--- src/rtl/game_pkg.sv ---
// game_pkg: shared state encoding and per-level countdown rule for game_fsm_ctrl
package game_pkg;
  typedef enum logic [2:0] {
    WELCOME = 3'd0,
    READY   = 3'd1,
    GUESS   = 3'd2,
    LOSE    = 3'd3,
    WIN     = 3'd4
  } state_t;
  function automatic int level_time(input int lvl, input int start_t, input int step, input int min_t);
    int t;
    t = start_t - step * (lvl - 1);
    return t < min_t ? min_t : t;
  endfunction
endpackage

--- src/rtl/level_timer.sv ---
// level_timer: countdown (ports: clk, rst_n, load/load_val preset, run/tick decrement, time_v value, expired on the 1->0 tick)
module level_timer #(
  parameter int TIME_W  = 5,
  parameter int RST_VAL = 30
) (
  input  logic              clk,
  input  logic              rst_n,
  input  logic              load,
  input  logic [TIME_W-1:0] load_val,
  input  logic              run,
  input  logic              tick,
  output logic [TIME_W-1:0] time_v,
  output logic              expired
);
  assign expired = run && tick && time_v == TIME_W'(1);
  always_ff @(posedge clk)
    if (!rst_n) time_v <= TIME_W'(RST_VAL);
    else if (load) time_v <= load_val;
    else if (run && tick && time_v != '0) time_v <= time_v - TIME_W'(1);
endmodule

--- src/rtl/game_fsm_ctrl.sv ---
// game_fsm_ctrl: guessing-game sequencer (in: clk, rst_n, tick_1hz, guess_b, cmp_r; out: state, level, time_v, time_f, g_enable, lives, best_level)
module game_fsm_ctrl
  import game_pkg::*;
#(
  parameter int LEVEL_W    = 8,
  parameter int TIME_W     = 5,
  parameter int START_TIME = 30,
  parameter int TIME_STEP  = 2,
  parameter int MIN_TIME   = 3,
  parameter int LIVES      = 3,
  parameter int LIVES_W    = 2,
  parameter int MAX_LEVEL  = 2**LEVEL_W - 1
) (
  input  logic               clk,
  input  logic               rst_n,
  input  logic               tick_1hz,
  input  logic               guess_b,
  input  logic               cmp_r,
  output logic [2:0]         state,
  output logic [LEVEL_W-1:0] level,
  output logic [TIME_W-1:0]  time_v,
  output logic               time_f,
  output logic               g_enable,
  output logic [LIVES_W-1:0] lives,
  output logic [LEVEL_W-1:0] best_level
);
  state_t st, st_n;
  logic guess_q, press, load, expired, hit, miss, at_max;
  logic [LEVEL_W-1:0] lvl_n, best_n, lvl_up;
  logic [LIVES_W-1:0] lives_n, lives_dec;
  logic [TIME_W-1:0] load_val;
  assign state     = st;
  assign press     = guess_b && !guess_q;
  assign load      = st == READY && press;
  assign load_val  = TIME_W'(level_time(int'(level), START_TIME, TIME_STEP, MIN_TIME));
  // an expiring tick beats a same-cycle press, whatever the comparator says
  assign hit       = st == GUESS && press && cmp_r && !expired;
  assign miss      = st == GUESS && ((press && !cmp_r) || expired);
  assign at_max    = level >= LEVEL_W'(MAX_LEVEL);
  assign lvl_up    = at_max ? level : level + LEVEL_W'(1);
  assign lives_dec = lives - LIVES_W'(1);
  level_timer #(.TIME_W(TIME_W), .RST_VAL(START_TIME)) u_timer (
    .clk(clk), .rst_n(rst_n), .load(load), .load_val(load_val),
    .run(st == GUESS), .tick(tick_1hz), .time_v(time_v), .expired(expired)
  );
  always_comb begin
    st_n    = st;
    lvl_n   = level;
    lives_n = lives;
    best_n  = best_level;
    if (press && st == WELCOME) st_n = READY;
    if (load) st_n = GUESS;
    if (hit) begin
      st_n   = at_max ? WIN : READY;
      lvl_n  = lvl_up;
      best_n = lvl_up > best_level ? lvl_up : best_level;
    end
    if (miss) begin
      lives_n = lives_dec;
      st_n    = lives_dec == '0 ? LOSE : READY;
    end
    if (press && (st == LOSE || st == WIN)) begin
      st_n    = st == LOSE ? READY : WELCOME;
      lvl_n   = LEVEL_W'(1);
      lives_n = LIVES_W'(LIVES);
    end
  end
  // guess_q resets high so a button held through reset is not a press
  always_ff @(posedge clk)
    if (!rst_n) begin
      st         <= WELCOME;
      guess_q    <= 1'b1;
      level      <= LEVEL_W'(1);
      lives      <= LIVES_W'(LIVES);
      best_level <= '0;
      time_f     <= 1'b0;
      g_enable   <= 1'b0;
    end else begin
      st         <= st_n;
      guess_q    <= guess_b;
      level      <= lvl_n;
      lives      <= lives_n;
      best_level <= best_n;
      time_f     <= st_n == GUESS;
      g_enable   <= load;
    end
endmodule

--- config.mk ---
export PLATFORM = sky130hd
export DESIGN_NAME = game_fsm_ctrl
export DESIGN_NICKNAME = d
export VERILOG_FILES = /design/src/rtl/game_pkg.sv /design/src/rtl/level_timer.sv /design/src/rtl/game_fsm_ctrl.sv
export SDC_FILE = /design/constraint.sdc
export NUM_CORES = 1
export LEC_CHECK = 0
export ABC_CLOCK_PERIOD_IN_PS = 3600
export CORE_MARGIN = 4
export CORE_UTILIZATION = 53
export CTS_CLUSTER_DIAMETER = 150
export DETAILED_ROUTE_END_ITERATION = 10
export PLACE_DENSITY = 0.78
export SLEW_MARGIN = 10
export SYNTH_ARGS = -nofsm -noshare
export SYNTH_HDL_FRONTEND = slang
export SYNTH_SLANG_ARGS = --single-unit
--- constraint.sdc ---
create_clock -name clk -period 3.6 [get_ports clk]
set_input_delay 0.54 -clock clk [delete_from_list [all_inputs] [get_ports clk]]
set_output_delay 0.54 -clock clk [all_outputs]
set_load 0.03 [all_outputs]
### Yosys cells after proc, flatten, opt, wreduce, memory -nomap -nowiden

Cells that the tools add are included.

| operators by class | value |
|---|---|
| add/subtract/negate cells | 5 |
| multiply operators | 0 |
| div/mod/pow operators | 0 |
| $lt $le $gt $ge | 3 |
| eq/ne operators | 6 |
| shift operators | 0 |
| mux-type cells | 12 |
| bitwise gates (word level) | 1 |
| reduce and logical (&&, ||, !) cells | 23 |

Operator list:

| kind | number |
|---|---|
| $mux W3 | 6 |
| $mux W5 | 3 |
| $logic_and A1 B1 Y1 | 12 |
| $lt A11 B3 Y1 const B | 1 |
| $sub A6 B10 Y11 const A | 1 |
| $eq A3 B2 Y1 const B | 3 |
| $sub A8 B1 Y9 const B | 1 |
| $add A8 B1 Y8 const B | 1 |
| $ge A8 B8 Y1 const B | 1 |
| $gt A8 B8 Y1 | 1 |
| $mux W8 | 1 |
| $eq A5 B1 Y1 const B | 1 |
| $reduce_bool A5 Y1 | 1 |
| $sub A5 B1 Y5 const B | 1 |
| $eq A3 B1 Y1 const B | 1 |
| $eq A3 B3 Y1 const B | 1 |
| $logic_not A1 Y1 | 3 |
| $logic_not A3 Y1 | 1 |
| $logic_not A2 Y1 | 1 |
| $logic_or A1 B1 Y1 | 2 |
| $mux W2 | 1 |
| $reduce_and A2 Y1 | 1 |
| $reduce_bool A2 Y1 | 1 |
| $reduce_or A2 Y1 | 1 |
| 3 further kinds | 3 |

| word-level totals | value |
|---|---|
| register bits | 29 |
| bits in latches | 0 |
| bits in writable memories | 0 |
| memory bits (read-only) | 0 |
| bits of input ports | 5 |
| output and inout port bits | 28 |
| logic and storage cells | 58 |
| memories kept | 0 |

### Longest topological paths before layout

| logic depth | value |
|---|---|
| depth in word-level cells | 9 |
| mapped depth | 11 |
| mapped depth without buffers | 10 |

### Cells and area by module

From an unflattened synthesis, not the netlist that was laid out.

| second synthesis, totals | value |
|---|---|
| cell total of the unflattened synthesis | 246 |
| area total of the unflattened synthesis | 1,963.1 µm² |

Modules (own cells, without submodules):

| module | instances | cells each | area each (µm²) | seq. area each (µm²) |
|---|---|---|---|---|
| game_fsm_ctrl | 1 | 206 | 1,619.1 | 480.5 |
| level_timer | 1 | 40 | 344.1 | 100.1 |

### Worst setup path after synthesis

No wires, ideal clock.

| timing path | value |
|---|---|
| kind | reg2reg |
| start | reg level[1] |
| end | reg best_level[0] |
| library setup time | 0.118 ns |
| arrival time | 2.854 ns |
| required time | 3.482 ns |
| slack | 0.628 ns |
| stages on the path, launching flop included | 12 |
| buffers on the path | 1 |
| clock period less this slack | 2.972 ns |
| path through | dfxtp_1 > ha_1 > nand4_1 > nor2_1 > mux2_2 > ha_1 > nor2b_1 > o211ai_1 > a21oi_1 > o221a_4 > buf_12 > mux2i_1 |

| between the ends | value |
|---|---|
| word-level cells in the longest chain between the ends | 4 |
| elaborated cells on any way between the ends | 5 |
| those cells by class | add/sub: 1; order compare: 2; mux: 1; reduce/logical: 1 |

Ends and longest elaborated chain:

| element | line | RTL |
|---|---|---|
| from (decl) | game_fsm_ctrl.sv:20 | `output logic [LEVEL_W-1:0] level,` |
| from (signal assigned) | game_fsm_ctrl.sv:81 | `level <= lvl_n;` |
| $add A8 B1 Y8 / $ge A8 B8 Y1 (equally long branches) | game_fsm_ctrl.sv:40, game_fsm_ctrl.sv:39 |  |
| $mux W8 (*) | game_fsm_ctrl.sv:40 | `assign lvl_up = at_max ? level : level + LEVEL_W'(1);` |
| via lvl_up[1] | game_fsm_ctrl.sv:29 | `logic [LEVEL_W-1:0] lvl_n, best_n, lvl_up;` |
| $gt A8 B8 Y1 (*) | game_fsm_ctrl.sv:56 | `best_n = lvl_up > best_level ? lvl_up : best_level;` |
| $reduce_and A2 Y1 (no source line) (*) | -- |  |
| to (signal assigned) | game_fsm_ctrl.sv:83 | `best_level <= best_n;` |
| to (decl) | game_fsm_ctrl.sv:25 | `output logic [LEVEL_W-1:0] best_level` |

Mark *: on every way through the listed nets, which the timed path passes. The rest lies on a longest branch.
A chain may end at the register's enable or synchronous reset.

### Worst setup path in the final report

| timing path | value |
|---|---|
| start | reg level[1] |
| end | reg best_level[1] |

| between the ends | value |
|---|---|
| word-level cells in the longest chain between the ends | 4 |
| elaborated cells on any way between the ends | 5 |
| those cells by class | add/sub: 1; order compare: 2; mux: 1; reduce/logical: 1 |

Ends and longest elaborated chain:

| element | line |
|---|---|
| $add A8 B1 Y8 / $ge A8 B8 Y1 (equally long branches) | game_fsm_ctrl.sv:40, game_fsm_ctrl.sv:39 |
| $mux W8 (*) | game_fsm_ctrl.sv:40 |
| via lvl_up[1] | game_fsm_ctrl.sv:29 |
| $gt A8 B8 Y1 | game_fsm_ctrl.sv:56 |
| $reduce_and A2 Y1 (no source line) | -- |

Marked as above.

==> metrics.csv <==
metric,value,unit
Max Clk Rate,0.324,GHz
CP endpoint kind,flop,
CP Depth,10,
most common cell in the synthesized netlist,dfxtp_1,
CTS tree,yes,
final hold viol count,0,
R2R Path End,best_level[1],
clk root buf,clkbuf_4,
area of the core,3390,sq um
DP HPWL,3110,microns
Tmin final,3.09,ns
DR WL/cell,13.6,microns
dominant cell type by area after synthesis,dfxtp_1,
cts hold-fix bufs,0,
"Slowest-stage cell, CP",dfxtp_1,
TNS Setup,0,ns
Crit path arrival time,3.37,ns
"Seq/Total Area, Yosys",0.306,
DR WL met2,1860,microns
Die ar.,4600,sq um
Worst setup SP type,flop,
first-pass GRT wire length,7260,microns
Congestion Overflow GR,0,
share of the synthesized area in the top cell type,0.306,
status,"complete, no violations",
Routability Congestion,0.808,
period utilization,0.858,
crit path max fanout,9,
Final nets,275,
"top cells by count, synth","29 x dfxtp_1, 27 x nand2_1, 25 x nor2_1",
Synth Flop Type,dfxtp_1,
starting density of the core,0.559,
destination of the critical timing path,best_level[1],
via count,1692,
worst setup path class,flop to flop,
Post-CTS Resized,0,
Area Growth Syn to Fin,22.2,%
Fill cells,288,
Hold Path Class,flop to flop,
Setup Skew,0.0181,ns
max-slew violations,0,
GR Util All Layers,0.207,
RSZ-0062 raised after global routing,false,
Yosys reg bits,29,
Avg Synthesized Cell Area,8.46,sq um
Pwr Density,278,nW/um^2
total of max-cap violations,0,
Hold WS,0.481,ns
CP Buf/Inv Count,0,
fraction of layout cells with a size suffix above 1,0.0778,
PortBufs,32,
Worst-Margin Slew,0.558,ns
setup violators final,0,
Routed Antenna Nets,0,
DRC viols,0,
Post-Syn Nets,243,
leak pwr,0.829,nW
setup bufs post-CTS,0,
Max VDD drop,0.327,mV
clk sinks,29,
largest net degree at the start of global routing,16,
critical path cell sequence,ha_1 > nand4_1 > nor2_1 > mux2_2 > ha_1 > nor2b_1 > o211ai_1 > a21oi_1 > o221a_4 > mux2i_1,
Final Non-Filler Cells,303,
Worst EP required,3.88,ns
Top Family by Delay on Critical Path,simple AND/OR/NAND/NOR gates,
FF-to-FF path depth,10,
drt via density,5.58,
IO Pins,33,
M1 WL,1870,microns
Worst-path clk slew,0.11,ns
dpl cells,295,
"top cells by area, synth","dfxtp_1 31%, ha_1 9.2%, mux2i_1 7.4%, nand2_1 5.3%, nor2_1 5.0%",
Max-slew headroom,0.624,
DR top layer,met4,
htree depth,2,
total CTS buffers,5,
crit path from,level[1],
die outline height,67.8,microns
met3 wire len,261,microns
vias in the first global route,1655,
Die Width,67.8,microns
CP max stage delay,0.50,ns
Power Total,0.000645,W
initial DRC count,86,
Yosys cell types,48,
YS warnings,0,
initial antenna violation count,0,
Mapped Area,1900,sq um
clk_lat worst skew,0.34,ns
Rows,21,
cells after synthesis,224,
launching point of the worst reg2reg path,level[1],
reg2reg setup slack,0.51,ns
final WL,4110,microns
antenna cells,0,
number of enable flip-flop cells after synthesis,0,
drt pass-1 iters,4,
clk buf depth,2,
Final Core Density,0.684,
Async SR Flop Fraction,0,
CP dominant cell by count,ha_1,
where the power goes:
group           total, W  switching [W]  leakage (nW)  internal (W)
registers       0.000327     0.00000328         0.234      0.000323
logic          0.0000322      0.0000181         0.551     0.0000141
clock network   0.000286       0.000121        0.0445      0.000165
area by class of cell:
class                           count  area (sq um)  share of cell area
Clock buffer                        6          51.3              0.0221
Clock inverter                      2          37.5              0.0162
Inverter                           14          52.6              0.0227
Multi-Input combinational cell    173          1210               0.522
Sequential cell                    29           581               0.251
Tap cell                           46          57.6              0.0248
Timing Repair Buffer               33           328               0.141
worst min path at each step:
stage	end	startpoint	depth (start not counted)	slack [ns]
after floorplan	best_level[2]	best_level[2]	2	0.59
after global placement	best_level[2]	best_level[2]	2	0.46
after detailed placement	best_level[7]	best_level[7]	2	0.47
after CTS	best_level[7]	best_level[7]	2	0.48
after global routing	best_level[1]	best_level[1]	2	0.51
final	best_level[5]	best_level[5]	2	0.48
registers in the layout, summed over array words and instances, names as in the netlist:
register and flops:
time_f 1, u_timer.time_v 5, guess_q 1, g_enable 1, best_level 8, state 3, level 8, lives 2
layer usage:
layer	GRT usage	vias up
li1	-	862
met1	0.252	770
met2	0.332	46
met3	0.0715	14
met4	0.0868	0
met5	0	-
worst register-to-register path: cells and delay by family, from the launching register on:
kind	cells	cell delay (ns)
adder cells (fa/ha/maj)	2	0.58
flip-flops	1	0.50
multiplexers	2	0.59
AO/OA/AOI/OAI	3	0.57
AND/OR/NAND/NOR	3	0.78
stage by stage:
step	setup slack (ns)	area, sq um
after global placement	0.718	2230
after detailed placement	0.596	2230
after floorplan	0.628	1900
after CTS	0.535	2320
final	0.512	2320
after global routing	0.217	2320
kinds of logic after synthesis:
group | share of synthesized area
AND/OR/NAND/NOR | 0.274
AO/OA/AOI/OAI | 0.133
flip-flops | 0.306
buffers and inverters | 0.0554
multiplexers | 0.0977
adder cells (fa/ha/maj) | 0.0924
XOR/XNOR | 0.0416
cells in the final DEF, fill, tap and decap left out, drive strengths merged, types with 2 or more instances in the layout:
cell type	n
inv	14
nor4b	4
nor2b	3
and4	2
nand2b	4
nand3	6
dfxtp	29
nor3b	5
a21oi	11
a211o	3
xor2	2
nand4	4
mux2	4
a31oi	2
clkbuf	6
nor2	25
mux2i	14
o2111ai	2
clkdlybuf4s50	32
nor3	5
ha	14
and2	2
xnor2	7
nand2	27
or2	2
o211ai	3
o21ai	7
No activity file was read; power rests on OpenSTA's default activity.
